`config.mk`:
```
export PLATFORM = sky130hd
export DESIGN_NAME = dvi_timing_ctrl
export DESIGN_NICKNAME = d
export VERILOG_FILES = /design/src/rtl/dvi_timing_ctrl.sv
export SDC_FILE = /design/constraint.sdc
export NUM_CORES = 1
export LEC_CHECK = 0
export ABC_AREA = 0
export CAP_MARGIN = 20
export CELL_PAD_IN_SITES_DETAIL_PLACEMENT = 0
export CELL_PAD_IN_SITES_GLOBAL_PLACEMENT = 1
export CORE_MARGIN = 1
export CORE_UTILIZATION = 36
export DETAILED_ROUTE_END_ITERATION = 8
export PLACE_DENSITY = 0.79
export REMOVE_ABC_BUFFERS = 1
export SLEW_MARGIN = 30
export SYNTH_ARGS = -nofsm -noshare
export SYNTH_HDL_FRONTEND = slang
export SYNTH_SLANG_ARGS = --single-unit
export TNS_END_PERCENT = 100
```
`constraint.sdc`:
```
create_clock -name clk_pix -period 3.3 [get_ports clk_pix]
set_clock_uncertainty 0.05 [all_clocks]
set_input_delay 0.33 -clock clk_pix [delete_from_list [all_inputs] [get_ports clk_pix]]
set_output_delay 0.33 -clock clk_pix [all_outputs]
set_load 0.01 [all_outputs]
```
`src/rtl/dvi_timing_ctrl.sv`:
```
// dvi_timing_ctrl: raster sequencer for a DVI/TMDS generator, single clock domain (clk_pix).
//
// Walks an H_TOTAL x V_TOTAL raster. During active video it pulls pixels from an upstream
// valid/ready source. It presents them one cycle later on data_ch*, aligned with de,
// sx/sy, ctrl_ch0 and the start pulses. Frames always run to completion: dropping en
// mid-frame finishes the current frame before the block returns to idle.
//
// Ports:
//   clk_pix        pixel clock
//   rst            synchronous active-high reset
//   en             run request
//   pix_valid      upstream pixel valid
//   pix_data       {ch2, ch1, ch0} pixel bytes
//   pix_ready      pixel accepted this cycle (combinational from state/position)
//   de             data enable to the generator
//   data_ch0..2    pixel bytes to the generator
//   ctrl_ch0       {vsync, hsync}
//   ctrl_ch1..2    constant 2'b00
//   sx, sy         registered raster position
//   frame_start    one-cycle pulse at (0,0)
//   line_start     one-cycle pulse at sx==0
//   busy           sequencer not idle
//   underflow      active pixel had no valid data
//   underflow_cnt  saturating underflow count, cleared only by rst
module dvi_timing_ctrl #(
  parameter int unsigned CORDW  = 16,
  parameter int unsigned H_RES  = 640,
  parameter int unsigned H_FP   = 16,
  parameter int unsigned H_SYNC = 96,
  parameter int unsigned H_BP   = 48,
  parameter int unsigned V_RES  = 480,
  parameter int unsigned V_FP   = 10,
  parameter int unsigned V_SYNC = 2,
  parameter int unsigned V_BP   = 33,
  parameter bit          H_POL  = 1'b0,
  parameter bit          V_POL  = 1'b0
) (
  input  logic             clk_pix,
  input  logic             rst,
  input  logic             en,
  input  logic             pix_valid,
  input  logic [23:0]      pix_data,
  output logic             pix_ready,
  output logic             de,
  output logic [7:0]       data_ch0,
  output logic [7:0]       data_ch1,
  output logic [7:0]       data_ch2,
  output logic [1:0]       ctrl_ch0,
  output logic [1:0]       ctrl_ch1,
  output logic [1:0]       ctrl_ch2,
  output logic [CORDW-1:0] sx,
  output logic [CORDW-1:0] sy,
  output logic             frame_start,
  output logic             line_start,
  output logic             busy,
  output logic             underflow,
  output logic [15:0]      underflow_cnt
);

  localparam int unsigned H_TOTAL = H_RES + H_FP + H_SYNC + H_BP;
  localparam int unsigned V_TOTAL = V_RES + V_FP + V_SYNC + V_BP;

  localparam logic [CORDW-1:0] HLast      = CORDW'(H_TOTAL - 1);
  localparam logic [CORDW-1:0] VLast      = CORDW'(V_TOTAL - 1);
  localparam logic [CORDW-1:0] HAct       = CORDW'(H_RES);
  localparam logic [CORDW-1:0] VAct       = CORDW'(V_RES);
  localparam logic [CORDW-1:0] HSyncStart = CORDW'(H_RES + H_FP);
  localparam logic [CORDW-1:0] HSyncStop  = CORDW'(H_RES + H_FP + H_SYNC);
  localparam logic [CORDW-1:0] VSyncStart = CORDW'(V_RES + V_FP);
  localparam logic [CORDW-1:0] VSyncStop  = CORDW'(V_RES + V_FP + V_SYNC);

  typedef enum logic [1:0] {StIdle, StRun, StStop} state_e;

  state_e           state_q, state_d;
  logic [CORDW-1:0] h_q, h_d;
  logic [CORDW-1:0] v_q, v_d;

  logic             de_d;
  logic [23:0]      data_q, data_d;
  logic [1:0]       ctrl_q, ctrl_d;
  logic [CORDW-1:0] sx_q, sy_q;
  logic             frame_start_d, line_start_d;
  logic             busy_d;
  logic             underflow_d;
  logic [15:0]      cnt_q, cnt_d;

  logic running, active, line_last, frame_last, hsync_on, vsync_on, take, starve;

  always_comb begin
    running    = (state_q != StIdle);
    active     = (h_q < HAct) && (v_q < VAct);
    line_last  = (h_q == HLast);
    frame_last = line_last && (v_q == VLast);
    hsync_on   = (h_q >= HSyncStart) && (h_q < HSyncStop);
    vsync_on   = (v_q >= VSyncStart) && (v_q < VSyncStop);
    take       = running && active && pix_valid;
    starve     = running && active && !pix_valid;
  end

  assign pix_ready = running && active;

  // Next state and raster position. Only the last position of a frame may enter idle,
  // so the counters are already back at (0,0) whenever the sequencer is idle.
  always_comb begin
    state_d = state_q;
    h_d     = h_q;
    v_d     = v_q;
    unique case (state_q)
      StIdle: if (en) state_d = StRun;
      StRun:  if (!en) state_d = frame_last ? StIdle : StStop;
      StStop: begin
        if (en)              state_d = StRun;
        else if (frame_last) state_d = StIdle;
      end
      default: state_d = StIdle;
    endcase
    if (running) begin
      if (line_last) begin
        h_d = '0;
        v_d = (v_q == VLast) ? '0 : v_q + CORDW'(1);
      end else begin
        h_d = h_q + CORDW'(1);
      end
    end
  end

  // Registered outputs: everything below describes the current cycle and appears next cycle.
  always_comb begin
    de_d          = running && active;
    data_d        = take ? pix_data : 24'h0;
    ctrl_d        = {~V_POL, ~H_POL};
    if (running) begin
      ctrl_d = {vsync_on ? V_POL : ~V_POL, hsync_on ? H_POL : ~H_POL};
    end
    frame_start_d = running && (h_q == '0) && (v_q == '0);
    line_start_d  = running && (h_q == '0);
    busy_d        = running;
    underflow_d   = starve;
    cnt_d         = cnt_q;
    if (starve && (cnt_q != 16'hFFFF)) cnt_d = cnt_q + 16'd1;
  end

  always_ff @(posedge clk_pix) begin
    if (rst) begin
      state_q     <= StIdle;
      h_q         <= '0;
      v_q         <= '0;
      de          <= 1'b0;
      data_q      <= 24'h0;
      ctrl_q      <= {~V_POL, ~H_POL};
      sx_q        <= '0;
      sy_q        <= '0;
      frame_start <= 1'b0;
      line_start  <= 1'b0;
      busy        <= 1'b0;
      underflow   <= 1'b0;
      cnt_q       <= 16'h0;
    end else begin
      state_q     <= state_d;
      h_q         <= h_d;
      v_q         <= v_d;
      de          <= de_d;
      data_q      <= data_d;
      ctrl_q      <= ctrl_d;
      sx_q        <= h_q;
      sy_q        <= v_q;
      frame_start <= frame_start_d;
      line_start  <= line_start_d;
      busy        <= busy_d;
      underflow   <= underflow_d;
      cnt_q       <= cnt_d;
    end
  end

  assign data_ch0      = data_q[7:0];
  assign data_ch1      = data_q[15:8];
  assign data_ch2      = data_q[23:16];
  assign ctrl_ch0      = ctrl_q;
  assign ctrl_ch1      = 2'b00;
  assign ctrl_ch2      = 2'b00;
  assign sx            = sx_q;
  assign sy            = sy_q;
  assign underflow_cnt = cnt_q;

endmodule
```
==> out/metrics.csv <==
stage,metric,value,unit
clock_tree,H-Tree Level Count,4,
pwr,Sequential Power Share,42.0,%
yosys,mux share of post-synthesis cell area,0.756,%
floorplanning,row cnt,39,
sta,setup violators final,0,
run_status,failing checks,design-rule violations,
clock_tree,cts hold-fix bufs,0,
pwr,Internal,0.00257,W
job,MaxCap Viol Count,0,
sta,fin worst setup slack,0.119,ns
critical_path,Critical Path Source Type,register,
sta,Final Hold Fails,0,
global_route,GR Overflow Total,0,
global_route,overall global routing resource usage,16.3,%
layout,fillers,1063,
global_route,vias in the first global route,3319,
sta,final period utilization,96.4,%
critical_path,crit end category,output port,
yosys,predominant post-synthesis flop cell,dfxtp_1,
global_route,global-route wire length before repair,16300,um
yosys,most numerous cell in the Yosys netlist,dfxtp_1,
critical_path,"Req. time, crit path",2.92,ns
detailed_routing,via count,3568,
critical_path,WP data arrival,2.80,ns
worst_hold_path,Worst Hold Class,reg -> reg,
detailed_routing,total wire length,9740,um
floorplanning,I/O pin count,112,
sta,f_max,0.314,GHz
clock_tree,clock-pin slew on the worst setup and hold paths,0.06,ns
yosys,post-synthesis compound-gate area fraction,6.54,%
clock_tree,CTS tree,built,
yosys,Seq cells post-synth,113,
pwr,sw frac,22.4,%
layout,# diodes,0,
yosys,Yosys Warn Count,0,
yosys,Synth Area in Simple Gates,30.0,%
yosys,synth top area cells,"dfxtp_1 (53%), nor2b_1 (4.5%), and2_1 (4.1%)",
critical_path,Reg-to-Reg Start,v_q[10],
floorplanning,Initial Utilization,37.4,%
place,GPL Wtd Cong,0.817,
clock_tree,clk sinks,113,
place,DP HPWL,6920,um
detailed_routing,DR WL/cell,13.6,um
critical_path,worst-case reg-to-reg path depth,5,
floorplanning,die height,111,um
yosys,list of most frequent post-synthesis cells,"dfxtp_1 (113), nor2_1 (46), nor2b_1 (31)",
pwr,VDD IR max,0.291,mV
layout,Nets,594,
sta,Max-slew headroom,49.7,%
clock_tree,CTS Buf Count,17,
sta,RSZ-0062 raised after global routing,false,
yosys,share of the synthesized area in the top cell type,52.6,%
global_route,initial antenna violation count,0,
layout,proportion of layout cells with a drive suffix above 1,7.49,%
clock_tree,post-CTS sizing,0,
yosys,syn_area_per_cell,9.52,um^2
clock_tree,Longest Clk Path Bufs,2,
clock_tree,root buffer cell,clkbuf_16,
detailed_routing,DRC Markers,26,
sta,min cycle time layout,3.18,ns
pwr,Pwr per Cell Area,547,nW/um^2
detailed_routing,vias per cell,4.98,
worst_hold_path,hold path depth,2,
yosys,Adder-Cell Fraction of Synth Area,1.45,%
pwr,Comb pwr share,3.9,%
critical_path,Setup CP Type,reg -> out,
critical_path,CP max FO,6,
floorplanning,Die Wd,111,um
clock_tree,setup bufs post-CTS,0,
yosys,xor and xnor area share after synthesis,5.09,%
run_status,status,"complete, but fails checks",
critical_path,reg2reg end,data_q[21],
sta,worst-margin pin slew,0.755,ns
pwr,Clk pwr share,54.0,%
yosys,Post-synth EDFFs,0,
yosys,Post-Synthesis Cells,452,
yosys,sequential fraction of the synthesis area,52.6,%
place,port bufs,107,
worst_hold_path,Hold Crit Endpoint,v_q[15],
global_route,largest net degree at the start of global routing,39,
sta,Pins Over Slew Limit,0,
yosys,post-synth cell types,44,
yosys,Synth area leader,dfxtp_1,
worst_hold_path,Min-Delay Startpoint,v_q[15],
critical_path,r2r setup slk,0.62,ns
sta,Fin Setup TNS,0,ns
floorplanning,core area,11500,um^2
floorplanning,die area,12400,um^2
place,pre-CTS setup slack,0.528,ns
yosys,"Async S/R FF share, synth",0,%
pwr,Psw,0.000741,W
layout,Layout Area Growth over Synthesis,40.5,%
critical_path,crit path from,v_q[10],
clock_tree,latest clock arrival within the worst-skew pair,0.40,ns
pwr,Leak,2.15,nW
yosys,main combinational cell family by area after synthesis,simple AND/OR/NAND/NOR gates,
detailed_routing,Final ANT Viol Nets,0,
detailed_routing,Iter 0 DRT Violations,266,
yosys,Post-Syn Area,4300,um^2
detailed_routing,number of detailed-routing iterations run before antenna repair,7,
[how the worst max path moves through the flow]
stage                endpoint  slack, ns  depth (start not counted)
finish              pix_ready       0.12                          5
global route        pix_ready       0.04                          5
CTS                 pix_ready        0.1                          5
detailed placement  pix_ready       0.53                          5
global placement    pix_ready       0.56                          5
floorplan           data_q[0]       0.90                          5
[power by group through the flow]
stage	registers [W]	clock network, W	logic (W)
6_report	0.00139	0.00179	0.000130
3_3_place_gp	0.00142	0	0.000129
5_1_grt	0.00139	0.00189	0.000142
2_1_floorplan	0.00142	0	0.0000412
4_1_cts	0.00139	0.00183	0.000131
3_5_place_dp	0.00142	0	0.000131
[through the flow]
step	area [um^2]	util, %	total power, W	std cells	hold WS [ns]
6_report	6050	52.5	0.00331	717	0.441
5_1_grt	6050	52.5	0.00342	717	0.424
4_1_cts	6050	52.5	0.00335	717	0.423
3_5_place_dp	5460	47.4	0.00155	685	0.435
3_3_place_gp	5460	47.4	0.00155	685	0.429
2_1_floorplan	4200	-	0.00147	432	0.347
[sequential cells by signal (all words and copies together), names as in the netlist]
register / cells
data_q: 24
h_q: 16
sx: 16
sy: 16
underflow_cnt: 16
v_q: 16
ctrl_ch0: 2
state_q: 2
busy: 1
de: 1
frame_start: 1
line_start: 1
underflow: 1
[kinds of logic after synthesis]
family                     Yosys count
AOI/OAI and AO/OA                   46
xor gates and xnor gates            25
adders and majority gates            5
buffers and inverters               31
DFF                                113
muxes                                3
other                                1
and+or+nand+nor                    228
[area by class of cell]
cell class / instances / area [um^2] / area share (%)
inverters: 8 / 30.0 / 0.497
clock buffers: 17 / 425 / 7.04
clock inverters: 15 / 158 / 2.61
repair buffers: 110 / 1090 / 18.0
well taps: 143 / 179 / 2.96
flip-flops and latches: 113 / 2260 / 37.4
multi-input cells: 311 / 1900 / 31.5
[metal layers]
metal,up-vias,routed length (um),global-route usage [%]
li1,1797,-,-
met1,1663,4730,21.6
met2,106,4350,25.2
met3,2,617,4.81
met4,0,44,5.86
met5,-,0,0
[critical path: stages, from the launching register on]
cell	delay, ns
dfxtp_1	0.35
or4_4	0.54
or3_4	0.36
or4_4	0.52
inv_1	0.07
clkdlybuf4s50_1	0.55
[placed cells by master (no fill, tap or decap), drive strengths merged, types with 2 or more instances in the layout]
master / netlist / routed
or3: 8 / 8
inv: 8 / 12
nor2b: 31 / 31
and3: 3 / 3
xnor2: 13 / 13
nand3: 18 / 18
a21oi: 20 / 20
clkinv: 0 / 5
bufinv: 0 / 2
dfxtp: 113 / 113
clkinvlp: 0 / 4
xor2: 12 / 12
clkdlybuf4s50: 0 / 106
conb: 1 / 4
mux2: 2 / 2
nor4: 7 / 7
nand4: 21 / 21
nor4b: 3 / 3
nand2: 27 / 27
nor3: 7 / 7
o21ai: 8 / 8
nor2: 46 / 46
and2: 28 / 28
and4: 7 / 7
clkbuf: 13 / 17
or4: 14 / 14
nand4b: 3 / 3
o31ai: 11 / 11
buf: 10 / 4
ha: 5 / 5
Note: power is estimated with default switching activity, not from simulation.
